File: config.mk
export PLATFORM = sky130hd
export DESIGN_NAME = spi_sclk_gen
export DESIGN_NICKNAME = d
export VERILOG_FILES = /design/src/rtl/spi_sclk_gen.sv
export SDC_FILE = /design/constraint.sdc
export NUM_CORES = 1
export LEC_CHECK = 0
export ABC_CLOCK_PERIOD_IN_PS = 3100
export CAP_MARGIN = 20
export CORE_ASPECT_RATIO = 0.7
export CORE_UTILIZATION = 30
export CTS_CLUSTER_DIAMETER = 80
export DETAILED_ROUTE_END_ITERATION = 8
export SLEW_MARGIN = 30
export SYNTH_ARGS = -nofsm -noshare
export SYNTH_HDL_FRONTEND = slang
export SYNTH_SLANG_ARGS = --single-unit
File: constraint.sdc
create_clock -name clk_50 -period 3.1 [get_ports clk_50]
set_input_delay 0.775 -clock clk_50 [delete_from_list [all_inputs] [get_ports clk_50]]
set_output_delay 0.775 -clock clk_50 [all_outputs]
set_load 0.005 [all_outputs]
File: src/rtl/spi_sclk_gen.sv
// SPI serial-clock generator: divides clk_50 by a latched ratio and emits a burst of nbits SCLK periods
// with edge strobes. Optional SPI_SCLK_ODD_DUTY_EN advances the leading edge half a cycle for odd ratios.
module spi_sclk_gen #(
  parameter int DIV_W = 8,
  parameter int CNT_W = 6
) (
  input  logic             clk_50,
  input  logic             rst,
  input  logic [DIV_W-1:0] div,
  input  logic             cpol,
  input  logic             cpha,
  input  logic [CNT_W-1:0] nbits,
  input  logic             start,
  input  logic             abort,
  output logic             sclk,
  output logic             busy,
  output logic             lead_stb,
  output logic             trail_stb,
  output logic             sample_stb,
  output logic             shift_stb,
  output logic             done
);

  localparam logic [0:0] IDLE = 1'b0;
  localparam logic [0:0] RUN  = 1'b1;

  logic [0:0]       state_reg, state_next;
  logic [DIV_W-1:0] ph_reg, ph_next;
  logic [CNT_W-1:0] bc_reg, bc_next;
  logic [DIV_W-1:0] div_l_reg, div_l_next;
  logic             cpol_l_reg, cpol_l_next;
  logic             cpha_l_reg, cpha_l_next;
  logic [CNT_W-1:0] nbits_l_reg, nbits_l_next;
  logic             sclk_reg, sclk_next;
  logic             lead_reg, lead_next;
  logic             trail_reg, trail_next;
  logic             done_reg, done_next;
  logic             sample_reg, sample_next;
  logic             shift_reg, shift_next;

  logic [DIV_W-1:0] half_len;
  logic [DIV_W-1:0] low_len;
  logic [DIV_W-1:0] ph_inc;
  logic [CNT_W:0]   bc_inc;
  logic             wrap;

  // Idle (cpol) phase takes the extra cycle of an odd ratio.
  assign half_len = div_l_reg >> 1;
  assign low_len  = div_l_reg - half_len;
  assign ph_inc   = ph_reg + DIV_W'(1);
  assign bc_inc   = {1'b0, bc_reg} + (CNT_W+1)'(1);
  assign wrap     = (ph_reg == div_l_reg - DIV_W'(1));

  always_comb begin
    state_next   = state_reg;
    ph_next      = ph_reg;
    bc_next      = bc_reg;
    div_l_next   = div_l_reg;
    cpol_l_next  = cpol_l_reg;
    cpha_l_next  = cpha_l_reg;
    nbits_l_next = nbits_l_reg;
    sclk_next    = cpol_l_reg;
    lead_next    = 1'b0;
    trail_next   = 1'b0;
    done_next    = 1'b0;
    case (state_reg)
      IDLE: begin
        if (start && !abort && (nbits != '0)) begin
          state_next   = RUN;
          ph_next      = '0;
          bc_next      = '0;
          div_l_next   = (div < DIV_W'(2)) ? DIV_W'(2) : div;
          cpol_l_next  = cpol;
          cpha_l_next  = cpha;
          nbits_l_next = nbits;
          sclk_next    = cpol;
        end
      end
      default: begin
        if (abort) begin
          state_next = IDLE;
        end else if (wrap) begin
          ph_next    = '0;
          bc_next    = bc_inc[CNT_W-1:0];
          trail_next = 1'b1;
          if (bc_inc == {1'b0, nbits_l_reg}) begin
            state_next = IDLE;
            done_next  = 1'b1;
          end
        end else begin
          ph_next = ph_inc;
          if (ph_inc >= low_len) sclk_next = ~cpol_l_reg;
          if (ph_inc == low_len) lead_next = 1'b1;
        end
      end
    endcase
    sample_next = cpha_l_reg ? trail_next : lead_next;
    shift_next  = cpha_l_reg ? lead_next  : trail_next;
  end

  always_ff @(posedge clk_50) begin
    if (rst) begin
      state_reg   <= IDLE;
      ph_reg      <= '0;
      bc_reg      <= '0;
      div_l_reg   <= DIV_W'(2);
      cpol_l_reg  <= 1'b0;
      cpha_l_reg  <= 1'b0;
      nbits_l_reg <= '0;
      sclk_reg    <= 1'b0;
      lead_reg    <= 1'b0;
      trail_reg   <= 1'b0;
      done_reg    <= 1'b0;
      sample_reg  <= 1'b0;
      shift_reg   <= 1'b0;
    end else begin
      state_reg   <= state_next;
      ph_reg      <= ph_next;
      bc_reg      <= bc_next;
      div_l_reg   <= div_l_next;
      cpol_l_reg  <= cpol_l_next;
      cpha_l_reg  <= cpha_l_next;
      nbits_l_reg <= nbits_l_next;
      sclk_reg    <= sclk_next;
      lead_reg    <= lead_next;
      trail_reg   <= trail_next;
      done_reg    <= done_next;
      sample_reg  <= sample_next;
      shift_reg   <= shift_next;
    end
  end

`ifdef SPI_SCLK_ODD_DUTY_EN
  logic early_reg;

  // Raised mid-cycle before a leading edge so the active level starts half a cycle early.
  always_ff @(negedge clk_50) begin
    if (rst) early_reg <= 1'b0;
    else     early_reg <= lead_next & div_l_reg[0];
  end

  assign sclk = (early_reg && state_reg == RUN) ? ~cpol_l_reg : sclk_reg;
`else
  assign sclk = sclk_reg;
`endif

  assign busy       = (state_reg == RUN);
  assign lead_stb   = lead_reg;
  assign trail_stb  = trail_reg;
  assign sample_stb = sample_reg;
  assign shift_stb  = shift_reg;
  assign done       = done_reg;

endmodule

Word level (Yosys, flattened, before mapping)
Index checks and enable logic that the tools add are counted.
{"block": "word_totals", "out_inout_bits": 7, "reg_bits": 37, "in_bits": 20, "elab_cells": 65}
{"block": "classes", "n_addsub": 4, "order_cmp": 2, "muxes": 29, "eq_ne": 5, "bitwise_logic": 3, "reduce_logical": 9}
{"cell": "8-bit 2-to-1 mux", "n": 5}
{"cell": "6-bit 2-to-1 mux", "n": 4}
{"cell": "1-bit 2-to-1 mux", "n": 20}
{"cell": "8-bit == test", "n": 2}
{"cell": "8-bit by 1-bit adder with 8-bit output (second input constant)", "n": 1}
{"cell": "8-bit greater-or-equal comparator", "n": 1}
{"cell": "8-bit by 2-bit < comparator with 1-bit output (second input constant)", "n": 1}
{"cell": "8-bit by 1-bit subtractor with 8-bit output (second input constant)", "n": 1}
{"cell": "8-bit by 7-bit subtractor with 8-bit output", "n": 1}
{"cell": "6-bit by 1-bit adder with 7-bit output (second input constant)", "n": 1}
{"cell": "7-bit by 6-bit == test with 1-bit output", "n": 1}
{"cell": "6-bit nonzero test", "n": 1}
{"cell": "2-bit AND reduction", "n": 2}
{"cell": "4-bit OR reduction", "n": 1}
{"cell": "1-bit inverter", "n": 3}
{"cell": "3-bit AND reduction", "n": 1}
{"cell": "1-bit logical AND", "n": 2}
{"cell": "2-bit by 1-bit inequality test with 1-bit output (second input constant)", "n": 1}
{"cell": "2-bit inequality test (second input constant)", "n": 1}
{"cell": "2-bit nonzero test", "n": 1}
{"cell": "1-bit zero test", "n": 1}

Longest topological paths before layout
{"block": "logic_depth", "depth_word": 7, "depth_mapped": 16, "ltp_nobuf": 16}

Least setup slack after synthesis
Ideal clock, no wire load.
{"block": "synth_path", "path_kind": "register -> register", "start": "register div_l_reg[2]", "end": "register sclk_reg, in the netlist sclk", "t_arrival_ns": 2.723, "setup_time_ns": 0.118, "required_time_ns": 2.982, "path_slack_ns": 0.259, "n_path_buf": 0, "synth_period_minus_slack_ns": 2.841, "stages_incl_launch_ff": 16, "cell_sequence": "dfxtp_1 -> inv_1 -> ha_1 -> inv_1 -> a21oi_1 -> nor2_1 -> o21ba_2 -> o41ai_1 -> xnor2_1 -> ha_1 -> nand4_1 -> nor2_1 -> a211oi_1 -> a21oi_1 -> o2111a_1 -> nor3_1"}
{"block": "synth_via", "elab_chain_cells": 6, "word_cells_on_any_way": 8, "cone_classes": "2 x add/sub; 1 x order compare; 1 x eq/ne; 4 x mux"}
{"item": "from (decl)", "line_no": "30", "text": "logic [DIV_W-1:0] div_l_reg, div_l_next;"}
{"item": "from (signal assigned)", "line_no": "120", "text": "div_l_reg <= div_l_next;"}
{"item": "8-bit by 7-bit subtractor with 8-bit output", "line_no": "49", "text": "assign low_len = div_l_reg - half_len;"}
{"item": "8-bit greater-or-equal comparator", "line_no": "92", "text": "if (ph_inc >= low_len) sclk_next = ~cpol_l_reg;"}
{"item": "1-bit 2-to-1 mux", "line_no": "92"}
{"item": "1-bit 2-to-1 mux (*)", "line_no": "82", "text": "end else if (wrap) begin"}
{"item": "1-bit 2-to-1 mux (*)", "line_no": "80", "text": "if (abort) begin"}
{"item": "1-bit 2-to-1 mux (*)", "line_no": "66", "text": "case (state_reg)"}
{"item": "to (signal assigned)", "line_no": "124", "text": "sclk_reg <= sclk_next;"}
{"item": "to (decl)", "line_no": "34", "text": "logic sclk_reg, sclk_next;"}
Mark *: on every way between the ends. The rest lies on a longest branch, timed or not.
A chain may end at the register's enable or synchronous reset.

Final worst setup path
{"block": "layout_path", "start": "register div_l_reg[1]", "end": "register sclk_reg, in the netlist sclk"}
Same word-level chain as after synthesis.

==> impl_metrics.yaml <==
run_status:
  outcome: "finished clean"
timing:
  fin_crit_ps: 2870
  fin_skew_ps: 7.31
  period_share_pct: 92.6
  worst_slew_pin_slew_ps: 710
  timing.hold.ws_ps: 471
  hold_violations: 0
  slew_headroom_pct: 52.6
  fmax_mhz: 349
  finalSetupViolations: 0
  report.final.slew_viol_count: 0
clocking:
  cts_setup_buffers: 0
  cts_root_buffer: "clkbuf_16"
  cts_max_level: 2
  cts_resized: 0
  cts_inserted_buffers: 5
  cts_tree: "yes"
  cts.reportedPaths.clkPinSlew_ps: 60
  clock_sinks: 37
  cts_hold_buf: 0
  clockBufferDepth: 2
  insertion_delay_ps: 280
critical_path:
  start_kind: "flop"
  r2r_slack_ps: 230
  critical_path_class: "reg -> reg"
  crit_path_end_kind: "flop"
  crit_path_start: "div_l_reg[1]"
  worstReg2RegEnd: "sclk"
  required_ps: 3310
  reg2reg_depth: 15
  critPathMaxFanout: 4
  cp.arrival_ps: 3080
  crit_end: "sclk"
  reg2reg_from: "div_l_reg[1]"
route:
  avgViaCountPerCell: 4.86
  initialDrtViolationCount: 139
  antenna_left: 0
  drt_pass1_iterations: 4
  vias: 2345
  wire_per_inst_um: 13.9
  drc: 0
  wl_um: 6720
min_path:
  hold_path.class: "reg -> reg"
synthesis:
  seq_area_frac_synth_pct: 28.4
  syn-num-nets: 375
  syn-cell-area_um2: 2600
  synth_area_per_cell_um2: 7.96
  synth_edf_count: 0
  synthCells: 327
  yosysWarnings: 0
  ys_types: 43
  async_flop_share_pct: 0
  ys_ff_latch: 37
  synth_ff_type: "dfxtp_1"
global_route:
  grt_overflow: 0
  grt_max_degree: 21
  grt_pass1_vias: 2193
  grtUsageTotal_pct: 15.8
  grt_pass1_wl_um: 11100
  antenna_found_initial: 0
cells_and_area:
  final_common_cell: "nand2_1"
  layout-drive-gt1-share_pct: 12.9
  fin_nets: 410
  area_growth_pct: 26.7
  layout_common_cells: "nand2_1 (44), dfxtp_1 (35), a21oi_1 (28)"
  num_antenna_cells: 0
placed_design:
  io_buffers: 26
  finalWeightedCongestion: 0.810
  dp_hpwl_um: 5140
die:
  die_y_um: 79.9
  ios: 27
  initial_core_util_pct: 30.8
  core.rowCount: 28
  die_w_um: 113
  dieArea_um2: 9060
  core-area_um2: 8440
pwr:
  p_total_mw: 1.32
  p_leak_nw: 1.22
  pwr_density_cell_nw_per_um2: 399
  ir_drop_mv: 0.193
job:
  cap_violations: 0
==> power breakdown <==
part	internal, mW	leakage [nW]	switching [mW]
clock	0.298	0.0631	0.197
sequential	0.489	0.300	0.0120
combinational	0.141	0.860	0.179
==> per-stage QoR <==
stage               std cells  setup WS [ps]  area, um2  setup TNS (ps)  utilization (%)
global placement          475            198       3090               0             36.6
detailed placement        475           59.1       3090               0             36.6
CTS                       483           8.74       3230               0             38.3
finish                    483            231       3300               0             39.1
global route              483          -15.7       3300           -15.7             39.1
floorplan                 327            259       2600               0                -
==> synthesized netlist by cell type (2+ instances only) <==
cell       instances  share of area [%]
and4_1             2               0.67
nor4_1             5                1.2
inv_1             18                2.6
buf_2              5               0.96
nor2_1            24                3.5
xnor2_1           23                7.7
nand2_1           44                6.3
o32ai_1            2               0.67
nand3b_1           5                1.4
nand3_1           10                1.9
mux2i_1            2               0.77
a211oi_1           3               0.86
o211ai_1           5                1.4
o41ai_1            4                1.3
nor3_1             4               0.77
ha_1              27                 13
nor3b_1            3               0.86
o2111ai_1          2               0.67
nor4_2             2               0.96
nand4_1            5                1.2
and2_1             6                1.4
xor2_1             7                2.4
dfxtp_1           37                 28
o21bai_1           4                1.2
a21oi_1           32                6.2
o21ai_0            7                1.3
o221ai_1           4                1.3
or3_1              3               0.72
nand2b_1           5                1.2
or2_2              4               0.96
clkbuf_1           9                1.3
o22ai_1            3               0.72
==> routing by layer <==
layer / part of all wire [%] / wire, um / GRT usage (%) / vias to the layer above
met5: 0 / 0 / 0 / -
met4: 0.76 / 51 / 3.55 / 0
met3: 4.6 / 310 / 4.18 / 7
met2: 39 / 2600 / 21.6 / 56
met1: 56 / 3760 / 23.9 / 1068
li1: - / - / - / 1214
==> logic make-up after synthesis <==
| group | after synthesis | share of synthesized area (%) |
|---|---|---|
| buffers and inverters | 32 | 4.85 |
| XOR/XNOR | 30 | 10.1 |
| AO/OA/AOI/OAI | 71 | 17.4 |
| AND/OR/NAND/NOR | 127 | 24.7 |
| adder cells (fa/ha/maj) | 28 | 13.7 |
| multiplexers | 2 | 0.769 |
| flip-flops | 37 | 28.4 |
==> worst max-delay path: stages (launching register included) <==
cell,delay [ps]
dfxtp_2,350
inv_1,90
ha_1,290
o21bai_1,100
a21oi_2,180
nor2_1,60
o21ba_2,210
o41ai_2,260
xnor2_1,160
ha_1,280
nand4_1,140
nor2_2,60
a211oi_2,210
a21oi_2,90
o2111a_1,150
nor3_2,160
==> worst min-delay path by stage <==
stage / start / end / slack (ps) / depth (start not counted)
finish: nbits_l_reg[5] / nbits_l_reg[5] / 470 / 2
global route: nbits_l_reg[5] / nbits_l_reg[5] / 500 / 2
CTS: nbits_l_reg[5] / nbits_l_reg[5] / 470 / 2
detailed placement: nbits_l_reg[5] / nbits_l_reg[5] / 460 / 2
global placement: nbits_l_reg[5] / nbits_l_reg[5] / 460 / 2
floorplan: nbits_l_reg[3] / nbits_l_reg[3] / 450 / 2
==> layout make-up <==
cell class                      count  area, um2
Clock inverter                      2       15.0
Clock buffer                        6        129
Multi-Input combinational cell    258       1800
Tap cell                          120        150
Sequential cell                    37        743
Timing Repair Buffer               42        393
Fill cell                         864       5140
Inverter                           18       67.6
No activity file was read; power rests on OpenSTA's default activity.
